$ cat src/rtl/debug_display_pkg.sv
// rtl/debug_display_pkg.sv - shared helpers and key indices for the debug display controller
package debug_display_pkg;

    localparam int KEY_CH  = 0;
    localparam int KEY_PG  = 1;
    localparam int KEY_FRZ = 2;

    // Bit width able to index n items, never narrower than one bit
    function automatic int clog2_min1(input int n);
        return (n <= 1) ? 1 : $clog2(n);
    endfunction

    // Number of display windows needed to cover a data_w-bit word
    function automatic int NPAGES_F(input int data_w, input int digits);
        return (data_w + 4 * digits - 1) / (4 * digits);
    endfunction

endpackage

$ cat src/rtl/debug_display_if.sv
// rtl/debug_display_if.sv - channel data, keys and display signals between core side and controller
interface debug_display_if #(
    parameter int N_CH   = 4,
    parameter int DATA_W = 32,
    parameter int DIGITS = 6
);
    import debug_display_pkg::*;

    localparam int CH_W   = clog2_min1(N_CH);
    localparam int NPAGES = NPAGES_F(DATA_W, DIGITS);
    localparam int PG_W   = clog2_min1(NPAGES);

    logic [N_CH*DATA_W-1:0] ch_data;
    logic [2:0]             key_n;
    logic [4*DIGITS-1:0]    disp_val;
    logic [DIGITS-1:0]      digit_blank;
    logic [CH_W-1:0]        ch_sel;
    logic [PG_W-1:0]        page_sel;
    logic                   frozen;

    modport master (
        output ch_data, key_n,
        input  disp_val, digit_blank, ch_sel, page_sel, frozen
    );

    modport slave (
        input  ch_data, key_n,
        output disp_val, digit_blank, ch_sel, page_sel, frozen
    );

endinterface

$ cat src/rtl/debug_display_key_debounce.sv
// rtl/debug_display_key_debounce.sv - pushbutton synchroniser, debouncer and press-edge detector
module key_debounce
    import debug_display_pkg::*;
#(
    parameter int DEBOUNCE_CYC = 500000
) (
    input  logic clock,
    input  logic reset,
    input  logic key_n,
    output logic press
);

    localparam int                CNT_W   = clog2_min1(DEBOUNCE_CYC);
    localparam logic [CNT_W-1:0]  CNT_MAX = CNT_W'(DEBOUNCE_CYC - 1);

    logic             sync1_q, sync2_q;
    logic             acc_q, acc_d;
    logic [CNT_W-1:0] cnt_q, cnt_d;

    // Counter runs only while the synced level disagrees with the accepted one
    always_comb begin
        acc_d = acc_q;
        cnt_d = '0;
        if (sync2_q != acc_q) begin
            if (cnt_q == CNT_MAX) begin
                acc_d = sync2_q;
            end else begin
                cnt_d = cnt_q + CNT_W'(1);
            end
        end
    end

    // Accepted level starts as "pressed" so a key held through reset stays locked out
    always_ff @(posedge clock) begin
        if (!reset) begin
            sync1_q <= 1'b1;
            sync2_q <= 1'b1;
            acc_q   <= 1'b0;
            cnt_q   <= '0;
        end else begin
            sync1_q <= key_n;
            sync2_q <= sync1_q;
            acc_q   <= acc_d;
            cnt_q   <= cnt_d;
        end
    end

    // Pulse in the cycle the accepted level moves from released to pressed
    assign press = reset && acc_q && !acc_d;

endmodule

$ cat src/rtl/debug_display_ctrl.sv
// rtl/debug_display_ctrl.sv - debug word viewer with channel/page navigation; optional SNAPSHOT_EN freeze view
module debug_display_ctrl
    import debug_display_pkg::*;
#(
    parameter int N_CH         = 4,
    parameter int DATA_W       = 32,
    parameter int DIGITS       = 6,
    parameter int DEBOUNCE_CYC = 500000
) (
    input  logic           clock,
    input  logic           reset,
    debug_display_if.slave dbg
);

    localparam int CH_W   = clog2_min1(N_CH);
    localparam int NPAGES = NPAGES_F(DATA_W, DIGITS);
    localparam int PG_W   = clog2_min1(NPAGES);
    localparam int WIN_W  = 4 * DIGITS;
    localparam int PAD_W  = NPAGES * WIN_W;

    logic              press_ch, press_pg;
    logic              frozen_s;
    logic [CH_W-1:0]   ch_q, ch_d;
    logic [PG_W-1:0]   pg_q, pg_d;
    logic [DATA_W-1:0] src;
    logic [PAD_W-1:0]  pad;
    logic [WIN_W-1:0]  disp_q, disp_d;
    logic [DIGITS-1:0] blank_q, blank_d;

    key_debounce #(.DEBOUNCE_CYC(DEBOUNCE_CYC)) u_db_ch (
        .clock (clock),
        .reset (reset),
        .key_n (dbg.key_n[KEY_CH]),
        .press (press_ch)
    );

    key_debounce #(.DEBOUNCE_CYC(DEBOUNCE_CYC)) u_db_pg (
        .clock (clock),
        .reset (reset),
        .key_n (dbg.key_n[KEY_PG]),
        .press (press_pg)
    );

`ifdef SNAPSHOT_EN
    logic              press_frz;
    logic              frz_q;
    logic [DATA_W-1:0] snap_q [N_CH];

    key_debounce #(.DEBOUNCE_CYC(DEBOUNCE_CYC)) u_db_frz (
        .clock (clock),
        .reset (reset),
        .key_n (dbg.key_n[KEY_FRZ]),
        .press (press_frz)
    );

    // Freeze toggles; entering freeze captures every channel, leaving it keeps the snapshot
    always_ff @(posedge clock) begin
        if (!reset) begin
            frz_q <= 1'b0;
            for (int i = 0; i < N_CH; i++) snap_q[i] <= '0;
        end else if (press_frz) begin
            frz_q <= !frz_q;
            if (!frz_q) begin
                for (int i = 0; i < N_CH; i++) snap_q[i] <= dbg.ch_data[i*DATA_W +: DATA_W];
            end
        end
    end

    assign frozen_s = frz_q;
`else
    logic unused_frz_key;
    assign unused_frz_key = dbg.key_n[KEY_FRZ];
    assign frozen_s       = 1'b0;
`endif

    // Channel step wraps and rewinds the page; a simultaneous page press loses
    always_comb begin
        ch_d = ch_q;
        pg_d = pg_q;
        if (press_ch && (N_CH > 1)) begin
            ch_d = (ch_q == CH_W'(N_CH - 1)) ? '0 : ch_q + CH_W'(1);
            pg_d = '0;
        end else if (press_pg && (NPAGES > 1)) begin
            pg_d = (pg_q == PG_W'(NPAGES - 1)) ? '0 : pg_q + PG_W'(1);
        end
    end

    // Select the live or frozen word, zero-extend it to whole pages and cut out the current window
    always_comb begin
        src = '0;
        for (int i = 0; i < N_CH; i++) begin
            if (ch_q == CH_W'(i)) begin
`ifdef SNAPSHOT_EN
                src = frozen_s ? snap_q[i] : dbg.ch_data[i*DATA_W +: DATA_W];
`else
                src = dbg.ch_data[i*DATA_W +: DATA_W];
`endif
            end
        end
        pad              = '0;
        pad[DATA_W-1:0]  = src;
        disp_d           = '0;
        for (int p = 0; p < NPAGES; p++) begin
            if (pg_q == PG_W'(p)) disp_d = pad[p*WIN_W +: WIN_W];
        end
        for (int d = 0; d < DIGITS; d++) begin
            blank_d[d] = ((int'(pg_q) * DIGITS + d) * 4 >= DATA_W);
        end
    end

    // Navigation state and registered display outputs
    always_ff @(posedge clock) begin
        if (!reset) begin
            ch_q    <= '0;
            pg_q    <= '0;
            disp_q  <= '0;
            blank_q <= '0;
        end else begin
            ch_q    <= ch_d;
            pg_q    <= pg_d;
            disp_q  <= disp_d;
            blank_q <= blank_d;
        end
    end

    assign dbg.ch_sel      = ch_q;
    assign dbg.page_sel    = pg_q;
    assign dbg.disp_val    = disp_q;
    assign dbg.digit_blank = blank_q;
    assign dbg.frozen      = frozen_s;

endmodule
$ cat src/flat_wrapper.sv
// flat-port wrapper written by rule: the top's interface ports become plain ports
module debug_display_ctrl_flat import debug_display_pkg::*;
#(
    parameter int N_CH         = 4,
    parameter int DATA_W       = 32,
    parameter int DIGITS       = 6,
    parameter int DEBOUNCE_CYC = 500000
)
  (clock, reset, dbg_ch_data, dbg_key_n, dbg_disp_val, dbg_digit_blank, dbg_ch_sel, dbg_page_sel, dbg_frozen);
  debug_display_if #(.N_CH(N_CH), .DATA_W(DATA_W), .DIGITS(DIGITS)) dbg_i ();
  input  logic clock;
  input  logic reset;
  input wire logic [$bits(dbg_i.ch_data)-1:0] dbg_ch_data;
  input wire logic [$bits(dbg_i.key_n)-1:0] dbg_key_n;
  output wire logic [$bits(dbg_i.disp_val)-1:0] dbg_disp_val;
  output wire logic [$bits(dbg_i.digit_blank)-1:0] dbg_digit_blank;
  output wire logic [$bits(dbg_i.ch_sel)-1:0] dbg_ch_sel;
  output wire logic [$bits(dbg_i.page_sel)-1:0] dbg_page_sel;
  output wire logic [$bits(dbg_i.frozen)-1:0] dbg_frozen;
  assign dbg_i.ch_data = dbg_ch_data;
  assign dbg_i.key_n = dbg_key_n;
  assign dbg_disp_val = dbg_i.disp_val;
  assign dbg_digit_blank = dbg_i.digit_blank;
  assign dbg_ch_sel = dbg_i.ch_sel;
  assign dbg_page_sel = dbg_i.page_sel;
  assign dbg_frozen = dbg_i.frozen;
  debug_display_ctrl #(.N_CH(N_CH), .DATA_W(DATA_W), .DIGITS(DIGITS), .DEBOUNCE_CYC(DEBOUNCE_CYC)) u_core (.clock(clock), .reset(reset), .dbg(dbg_i));
endmodule
$ cat config.mk
export PLATFORM = sky130hd
export DESIGN_NAME = debug_display_ctrl_flat
export DESIGN_NICKNAME = d
export VERILOG_FILES = /design/src/rtl/debug_display_pkg.sv /design/src/rtl/debug_display_if.sv /design/src/rtl/debug_display_key_debounce.sv /design/src/rtl/debug_display_ctrl.sv /design/src/flat_wrapper.sv
export SDC_FILE = /design/constraint.sdc
export NUM_CORES = 1
export LEC_CHECK = 0
export BUFFER_PORTS_ARGS = -buffer_cell sky130_fd_sc_hd__buf_2
export CORE_UTILIZATION = 43
export DETAILED_ROUTE_END_ITERATION = 8
export GPL_ROUTABILITY_DRIVEN = 1
export GPL_TIMING_DRIVEN = 0
export PLACE_DENSITY = 0.81
export SLEW_MARGIN = 5
export SYNTH_ARGS = -nofsm -noshare
export SYNTH_HDL_FRONTEND = slang
export SYNTH_SLANG_ARGS = --single-unit
$ cat constraint.sdc
create_clock -name clock -period 2.08 [get_ports clock]
set_input_delay 0.312 -clock clock [delete_from_list [all_inputs] [get_ports clock]]
set_output_delay 0.312 -clock clock [all_outputs]
set_load 0.01 [all_outputs]
---- Word-level counts from Yosys, hierarchy flattened ----
Index checks and enable logic that the tools add are counted.
cells by class
  add/sub/neg operators ................... 9
  multipliers ............................. 1
  magnitude comparators ................... 6
  eq/ne operators ......................... 7
  multiplexer cells ....................... 11
  bitwise gates (word level) .............. 3
  reductions and logical operators ........ 11
operator list
  kind                     count
  $ge A32 B7 Y1 const B    6
  $mux W32                 4
  $add A30 B3 Y30 const B  2
  $add A30 B4 Y30 const B  2
  $add A19 B1 Y19 const B  2
  $eq A19 B19 Y1 const B   2
  $add A30 B2 Y30 const B  1
  $mux W8                  1
  $reduce_or A3 Y1         2
  $mux W1                  5
  $eq A2 B2 Y1 const B     2
  $logic_and A1 B1 Y1      4
  $reduce_or A2 Y1         2
  $mul A1 B2 Y3 const B    1
  $not A1 Y1               3
  $add A2 B1 Y2 const B    1
  $eq A2 B1 Y1 const B     1
  $logic_not A1 Y1         2
  $logic_not A2 Y1         1
  $mux W2                  1
  $ne A1 B1 Y1             2
  $add A1 B1 Y1 const B    1
storage, ports and cells
  register bits after elaboration ......... 77
  input bits .............................. 133
  output and inout port bits .............. 34
  word-level logic and storage cells ...... 61

---- Longest topological paths before layout ----
Gate-level depths: netlist (run 1).
  word-level depth ........................ 6
  mapped depth ............................ 8
  gate-level depth less buffers ........... 6

---- Cells and area by module ----
Synthesis (run 1) repeated with hierarchy kept, for this count alone.
second synthesis, totals
  cells, all modules ...................... 416
  area total of the unflattened synthesis .. 4077.7 um2
by module, submodules not included
  module              times used  cells each  area each (um2)  sequential area each (um2)
  key_debounce        2           115         1099.8           440.4
  debug_display_ctrl  1           186         1878.1           560.5

---- Worst setup path before layout (run 1) ----
No wires, ideal clock.
  kind .................................... flip-flop to flip-flop
  start ................................... reg u_core.u_db_pg.cnt_q[12]
  end ..................................... reg u_core.pg_q, in the netlist u_core.dbg.page_sel
  library setup time ...................... 0.086 ns
  data arrival time ....................... 1.954 ns
  required time ........................... 1.994 ns
  path slack .............................. 0.040 ns
  cell stages (with the launch flop) ...... 5
  buffers on the path ..................... 0
  period minus slack after synthesis ...... 2.040 ns
  cells stage by stage .................... dfxtp_1 > or4_1 > or4_4 > or4_1 > a211oi_1
between the ends
  longest elaborated chain between the ends .. 5
RTL lines
  element                   line                              text
  start: declaration        debug_display_key_debounce.sv:18  logic [CNT_W-1:0] cnt_q, cnt_d;
  start signal: assignment  debug_display_key_debounce.sv:44  cnt_q <= cnt_d;
  $eq A19 B19 Y1            debug_display_key_debounce.sv:25  if (cnt_q == CNT_MAX) begin
  $mux W1                   debug_display_key_debounce.sv:25
  $mux W1                   debug_display_key_debounce.sv:24  if (sync2_q != acc_q) begin
  $logic_not A1 Y1          debug_display_key_debounce.sv:49  assign press = reset && acc_q && !acc_d;
  $logic_and A1 B1 Y1       debug_display_key_debounce.sv:49
  end signal: assignment    debug_display_ctrl.sv:120         pg_q <= pg_d;
  end: declaration          debug_display_ctrl.sv:24          logic [PG_W-1:0] pg_q, pg_d;
No other way between the ends.
A chain may end at the register's enable or synchronous reset.

---- Final worst setup path (run 1) ----
  start ................................... reg u_core.u_db_pg.cnt_q[14]
  end ..................................... reg u_core.pg_q, in the netlist u_core.dbg.page_sel
The elaborated chain is that of the path after synthesis.

==> run summary, run 1 <==
status -> finished, violations left
failing checks -> negative setup slack
most frequent cell after synthesis -> dfxtp_1
fraction of registers with async set/reset -> 0%
CP max FO -> 5
initial antenna violation count -> 0
largest cells by area after synthesis -> dfxtp_1 (38%), a221oi_1 (7.2%), a211o_1 (5.3%)
FF/Latch Area -> 1450 um^2
area taken by multi-input logic gates -> 2110 um^2
root buf cell -> clkbuf_8
met2 GRT Util -> 44.4%
CTS max path bufs -> 2
Fillers -> 760
pwr/cell area -> 618 nW/um^2
Hold Path Cell Cnt -> 2
pin count of the biggest net entering global routing -> 13
GR peak layer -> met2
CP max stage delay -> 0.57 ns
share of cells above drive strength 1 -> 36.3%
Slowest cell on crit path -> or4_4
flop-to-flop setup slack -> -0.02 ns
RSZ-0062 raised after global routing -> true
HPWL after DPL -> 8.59 mm
Hold Startpoint -> dbg_key_n[0]
Power Total -> 3.15 mW
Mapped Cells -> 436
setup ws final -> -0.0248 ns
Critical Path, Cell by Cell -> or4_1 -> or4_4 -> or4_4 -> a211oi_2
post-route clock skew -> 0.0124 ns
Yosys top cell by area -> dfxtp_1
row count -> 33
final hold vios -> 0
fin cells -> 724
Total GRT Usage -> 23.8%
met3 track demand over resource -> 4.47%
DR vias/cell -> 5.49
clock sinks -> 72
Slew @ Worst Pin -> 0.613 ns
post-layout min period -> 2.10 ns
sequential fraction of the synthesis area -> 38.3%
remaining antenna violation count -> 0
Critical Path RT -> 2.35 ns
Synth Cell Area -> 3770 um^2
Max IR drop VDD -> 345 uV
drt pass-1 iters -> 5
aggregate routed wire length -> 11.2 mm
most used cell, CP -> or4_4
clock tree from TritonCTS -> built
Max Fclk -> 0.475 GHz
syn_area_per_cell -> 8.64 um^2
WHS -> 0.146 ns
final period utilization -> 101%
DRC -> 0
leakage -> 2.32 nW
DIE AREA -> 9140 um^2
synth cell count leaders -> dfxtp_1 (72), a21oi_1 (39), nand2_1 (35)
total CTS buffers -> 9
reg2reg end -> u_core.dbg.page_sel
Critical Path AT -> 2.37 ns
Max transition margin -> 59.1%
initial detailed-routing violation count -> 240
clk_lat worst skew -> 0.34 ns
Worst Hold Class -> in2reg
Post-synth EDFFs -> 0
post-synth top area share -> 38.3%
Nets -> 753
worst reg2reg path depth -> 4
Die Wd -> 95.6 um
Max-cap violations -> 0
placed cells -> 705
Initial Utilization -> 45.2%
vias in the first global route -> 3711
Cell variety after synth -> 50
Final setup viols -> 1
Slew Viols, Final -> 0
routed vias -> 3974
Synth-to-Final Area Change -> 35.1%
Synth Register Bits -> 72
n_diodes -> 0
Die H -> 95.6 um
Reg clk slew, reported paths -> 0.08 ns
first-pass GRT wire length -> 16.6 mm
Synthesis Warnings -> 0
global route total overflow -> 0
count of buffers from port buffering -> 162
core region area -> 8340 um^2
GRT met1 Usage -> 25.2%
H-tree level count -> 3
FF-to-FF Start -> u_core.u_db_pg.cnt_q[14]
Hold EP -> u_core.u_db_ch.sync1_q
Top FF cell, synth -> dfxtp_1
IO Pins -> 167
WL per Instance -> 15.4 um
CP Launch Type -> register
Final TNS setup -> -0.0248 ns
CP Class -> reg2reg
Setup crit end kind -> register
final RePlAce weighted congestion -> 0.874
worst max-delay path: cells and delay by family (launching register included):
family	cells	cell delay, ns
and+or+nand+nor	3	1.52
AOI/OAI and AO/OA	1	0.17
DFF	1	0.33
layout by cell type (no fill, tap or decap), types with 2 or more instances in the layout:
master / count
buf_2: 164
dfxtp_1: 69
a21oi_1: 39
nand2_1: 35
a221oi_1: 30
nor2_1: 27
inv_1: 26
a211o_1: 23
xor2_1: 18
clkbuf_1: 15
nand4_1: 13
nand3_1: 13
clkbuf_8: 12
buf_4: 11
mux2i_1: 10
o21ai_0: 9
or3_1: 8
a22oi_1: 8
mux2_2: 8
xnor2_1: 6
ha_1: 6
clkbuf_2: 5
and4_1: 5
nand2b_1: 5
or4_1: 4
buf_6: 4
o31ai_1: 4
and3_1: 3
conb_1: 3
bufinv_16: 3
dfxtp_2: 3
and2_1: 2
or4_4: 2
nor4_4: 2
or2_2: 2
nor3_1: 2
what timing repair did:
item,CTS,global route
endpoints found under the hold margin,0,0
gates resized for setup,17,15
endpoints found under the setup margin,48,37
hold buffers,0,0
buffers inserted,2,2
pin swaps,2,2
cloned,0,0
how the worst max path moves through the flow:
stage | to | cells after the start | from | slack, ns
floorplan | u_core.dbg.page_sel | 4 | u_core.u_db_pg.cnt_q[12] | 0.04
detailed placement | u_core.dbg.disp_val[3] | 8 | u_core.dbg.ch_sel[1] | -0.32
finish | u_core.dbg.page_sel | 4 | u_core.u_db_pg.cnt_q[14] | -0.02
CTS | u_core.dbg.page_sel | 4 | u_core.u_db_pg.cnt_q[14] | -0.04
global route | u_core.dbg.page_sel | 4 | u_core.u_db_pg.cnt_q[14] | -0.07
global placement | u_core.dbg.disp_val[5] | 8 | u_core.dbg.ch_sel[1] | -0.26
where the power goes:
group	switching, mW	leakage [nW]	internal (mW)	total, mW
logic	0.142	1.61	0.180	0.321
clock network	0.523	0.127	0.868	1.39
registers	0.0175	0.590	1.42	1.43
state kept, by name (all words and copies together), names as in the netlist, 2 cells and up:
name and count:
u_core.u_db_pg.cnt_q 19, u_core.dbg.disp_val 24, u_core.u_db_ch.cnt_q 19, u_core.dbg.ch_sel 2
metrics by stage:
stage               setup slack, ns  utilization [%]  instance area, um^2
CTS                         -0.0417             60.3                 5030
global placement             -0.255             56.5                 4720
detailed placement           -0.320             56.5                 4720
floorplan                    0.0403                -                 3770
finish                      -0.0248             61.0                 5090
global route                -0.0704             61.0                 5090
kinds of logic after synthesis:
| group | share of synthesized area (%) |
|---|---|
| simple gates | 18.6 |
| compound gates | 22.7 |
| flops | 38.3 |
| buf+inv | 7.64 |
| xor+xnor | 5.58 |
| mux | 5.05 |
| fa+ha+maj | 1.99 |
| other cells | 0.0996 |
area by class of cell:
type / instances / area share [%]
clock inverters: 4 / 1.94
inverters: 26 / 1.92
clock buffers: 12 / 3.05
multi-input cells: 304 / 41.4
well taps: 105 / 2.58
plain buffers: 35 / 4.16
flip-flops and latches: 72 / 28.4
repair buffers: 166 / 16.5
layer usage:
metal | share of wire [%] | up-vias
li1 | - | 1952
met1 | 40 | 1848
met2 | 51 | 143
met3 | 5.9 | 31
met4 | 3.1 | 0
met5 | 0 | -
(Power assumes the default switching activity.)
==> run 2: changes to the inputs <==
- CORE_MARGIN: unset -> 4
- CORE_UTILIZATION: 43 -> 30
- PLACE_DENSITY: 0.81 -> unset
==> run summary, run 2 (synthesized netlist as in run 1, its figures left out) <==
Max IR drop VDD -> 266 uV (-23%)
most frequent cells in the layout -> buf_2 (164), dfxtp_1 (70), a21oi_1 (39)
first-pass GRT wire length -> 18.6 mm (+12%)
met2 wire len -> 5.73 mm (+0.58%)
Initial Utilization -> 31.0% (-14 points)
CP max stage delay -> 0.55 ns (-0.02 ns)
CTS max path bufs -> 2 (unchanged)
RSZ-0062 raised after global routing -> true
aggregate routed wire length -> 11.9 mm (+6.6%)
pwr/cell area -> 632 nW/um^2 (+2.3%)
Reg clk slew, reported paths -> 0.06 ns (-0.02 ns)
Total GRT Usage -> 16.1% (-7.6 points)
vias in the first global route -> 3800 (+2.4%)
global route total overflow -> 0 (unchanged)
HPWL after DPL -> 9.19 mm (+7.0%)
Setup crit end kind -> register
CP max FO -> 4 (-1)
flop-to-flop setup slack -> 0.009 ns (+0.03 ns)
WL per Instance -> 15.1 um (-2.1%)
row count -> 40 (+21%)
DR vias/cell -> 4.95 (-9.8%)
Die H -> 120 um (+26%)
Fillers -> 1230 (+62%)
DRC -> 0 (unchanged)
IO Pins -> 167 (unchanged)
uppermost layer routed -> met4
final core occ -> 43.0% (-18 points)
M1 WL -> 4.87 mm (+9.3%)
Final setup viols -> 0 (-1)
post-route clock skew -> 0.00539 ns (-0.00702 ns)
most used cell, CP -> or4_4
count of buffers from port buffering -> 162 (unchanged)
status -> finished, final reports clean
Synth-to-Final Area Change -> 38.7%
DR WL met3 -> 1.05 mm (+58%)
commonest non-fill, non-tap cell in the layout -> buf_2
max FFs per register -> 24 (unchanged)
Slowest cell on crit path -> or4_4
Final TNS setup -> 0 ns (+0.0248 ns)
root buf cell -> clkbuf_16
share of cells above drive strength 1 -> 35.8% (-0.54 points)
final period utilization -> 99.5% (-1.6 points)
CP Launch Type -> register
routed vias -> 3903 (-1.8%)
CP Class -> reg2reg
Die Wd -> 120 um (+26%)
post-layout min period -> 2.07 ns (-0.0343 ns)
remaining antenna violation count -> 0 (unchanged)
total CTS buffers -> 9 (unchanged)
final RePlAce weighted congestion -> 0.819 (-6.3%)
H-tree level count -> 3 (unchanged)
Slew Viols, Final -> 0 (unchanged)
Critical Path, Cell by Cell -> or4b_1 -> or4_4 -> or4_4 -> a211oi_2
Critical Path RT -> 2.33 ns (-0.02 ns)
Max-cap violations -> 0 (unchanged)
Power Total -> 3.30 mW (+5.0%)
initial antenna violation count -> 0 (unchanged)
leakage -> 2.35 nW (+1.1%)
Nets -> 754 (+0.13%)
Slew @ Worst Pin -> 0.645 ns (+0.0316 ns)
drt pass-1 iters -> 4 (-1)
Critical Path AT -> 2.32 ns (-0.05 ns)
final hold vios -> 0 (unchanged)
Max Fclk -> 0.483 GHz (+1.7%)
DIE AREA -> 14400 um^2 (+58%)
pin count of the biggest net entering global routing -> 12 (-1)
Worst Hold Class -> in2reg
core region area -> 12200 um^2 (+46%)
Max transition margin -> 57.0% (-2.1 points)
initial detailed-routing violation count -> 202 (-16%)
n_diodes -> 0 (unchanged)
hold buffers post-CTS -> 0 (unchanged)
clock tree from TritonCTS -> built
WHS -> 0.160 ns (+0.0140 ns)
clock sinks -> 72 (unchanged)
clk_lat worst skew -> 0.33 ns (about the same)
-- run 2: cell types whose count changed in the layout (fill, tap and decap cells not counted), moves of 2 or more --
cell       previous run  this run
clkbuf_1             15        17
dfxtp_2               3         1
clkinv_2              0         2
clkbuf_16             0         9
bufinv_16             3         1
clkbuf_8             12         5
-- run 2: path summary, 6_finish.rpt --
check,startpoint,endpoint,depth (start not counted)
max reg2reg,u_core.u_db_pg.cnt_q[11],u_core.dbg.page_sel,4
min,dbg_key_n[1],u_core.u_db_pg.sync1_q,2
min reg2reg,u_core.u_db_pg.sync1_q,u_core.u_db_pg.sync2_q,1
max,u_core.u_db_pg.cnt_q[11],u_core.dbg.page_sel,4
-- run 2: layout make-up --
class | count | area, um^2 | share of cell area [%]
Buffer | 35 | 219 | 4.19
Clock inverter | 3 | 40.0 | 0.766
Tap cell | 168 | 210 | 4.02
Multi-Input combinational cell | 304 | 2100 | 40.2
Sequential cell | 72 | 1450 | 27.7
Timing Repair Buffer | 167 | 848 | 16.2
Clock buffer | 13 | 260 | 4.98
Inverter | 26 | 97.6 | 1.87
-- run 2: metrics by stage --
| stage | setup WS, ns | cells | area, um^2 |
|---|---|---|---|
| 2_1_floorplan | 0.0403 | 438 | 3770 |
| 3_3_place_gp | -0.347 | 768 | 4790 |
| 3_5_place_dp | -0.374 | 768 | 4790 |
| 4_1_cts | -0.00770 | 787 | 5180 |
| 5_1_grt | -0.0432 | 788 | 5220 |
| 6_report | 0.00945 | 788 | 5220 |
-- run 2: power by group --
part           switching (mW)  total [mW]  internal [mW]  leakage [nW]
clock                   0.562        1.55          0.990         0.150
combinational           0.138       0.316          0.179          1.61
sequential             0.0169        1.43           1.42         0.590
total                   0.716        3.30           2.59          2.35
-- run 2: critical path, delay by kind of cell (launching register included) --
| family | cells | cell delay (ns) |
|---|---|---|
| and+or+nand+nor | 3 | 1.48 |
| AOI/OAI and AO/OA | 1 | 0.18 |
| DFF | 1 | 0.34 |
-- run 2: routing by layer --
metal,vias to the layer above,global-route usage (%)
met5,-,0
met1,1801,19.1
met3,16,4.90
met2,136,27.0
met4,0,6.59
li1,1950,-
-- run 2: repair_timing --
item	CTS	global route
endpoints found under the setup margin	48	41
pin swaps	3	0
gates resized for setup	21	7
cloned	0	0
setup buffers	3	2
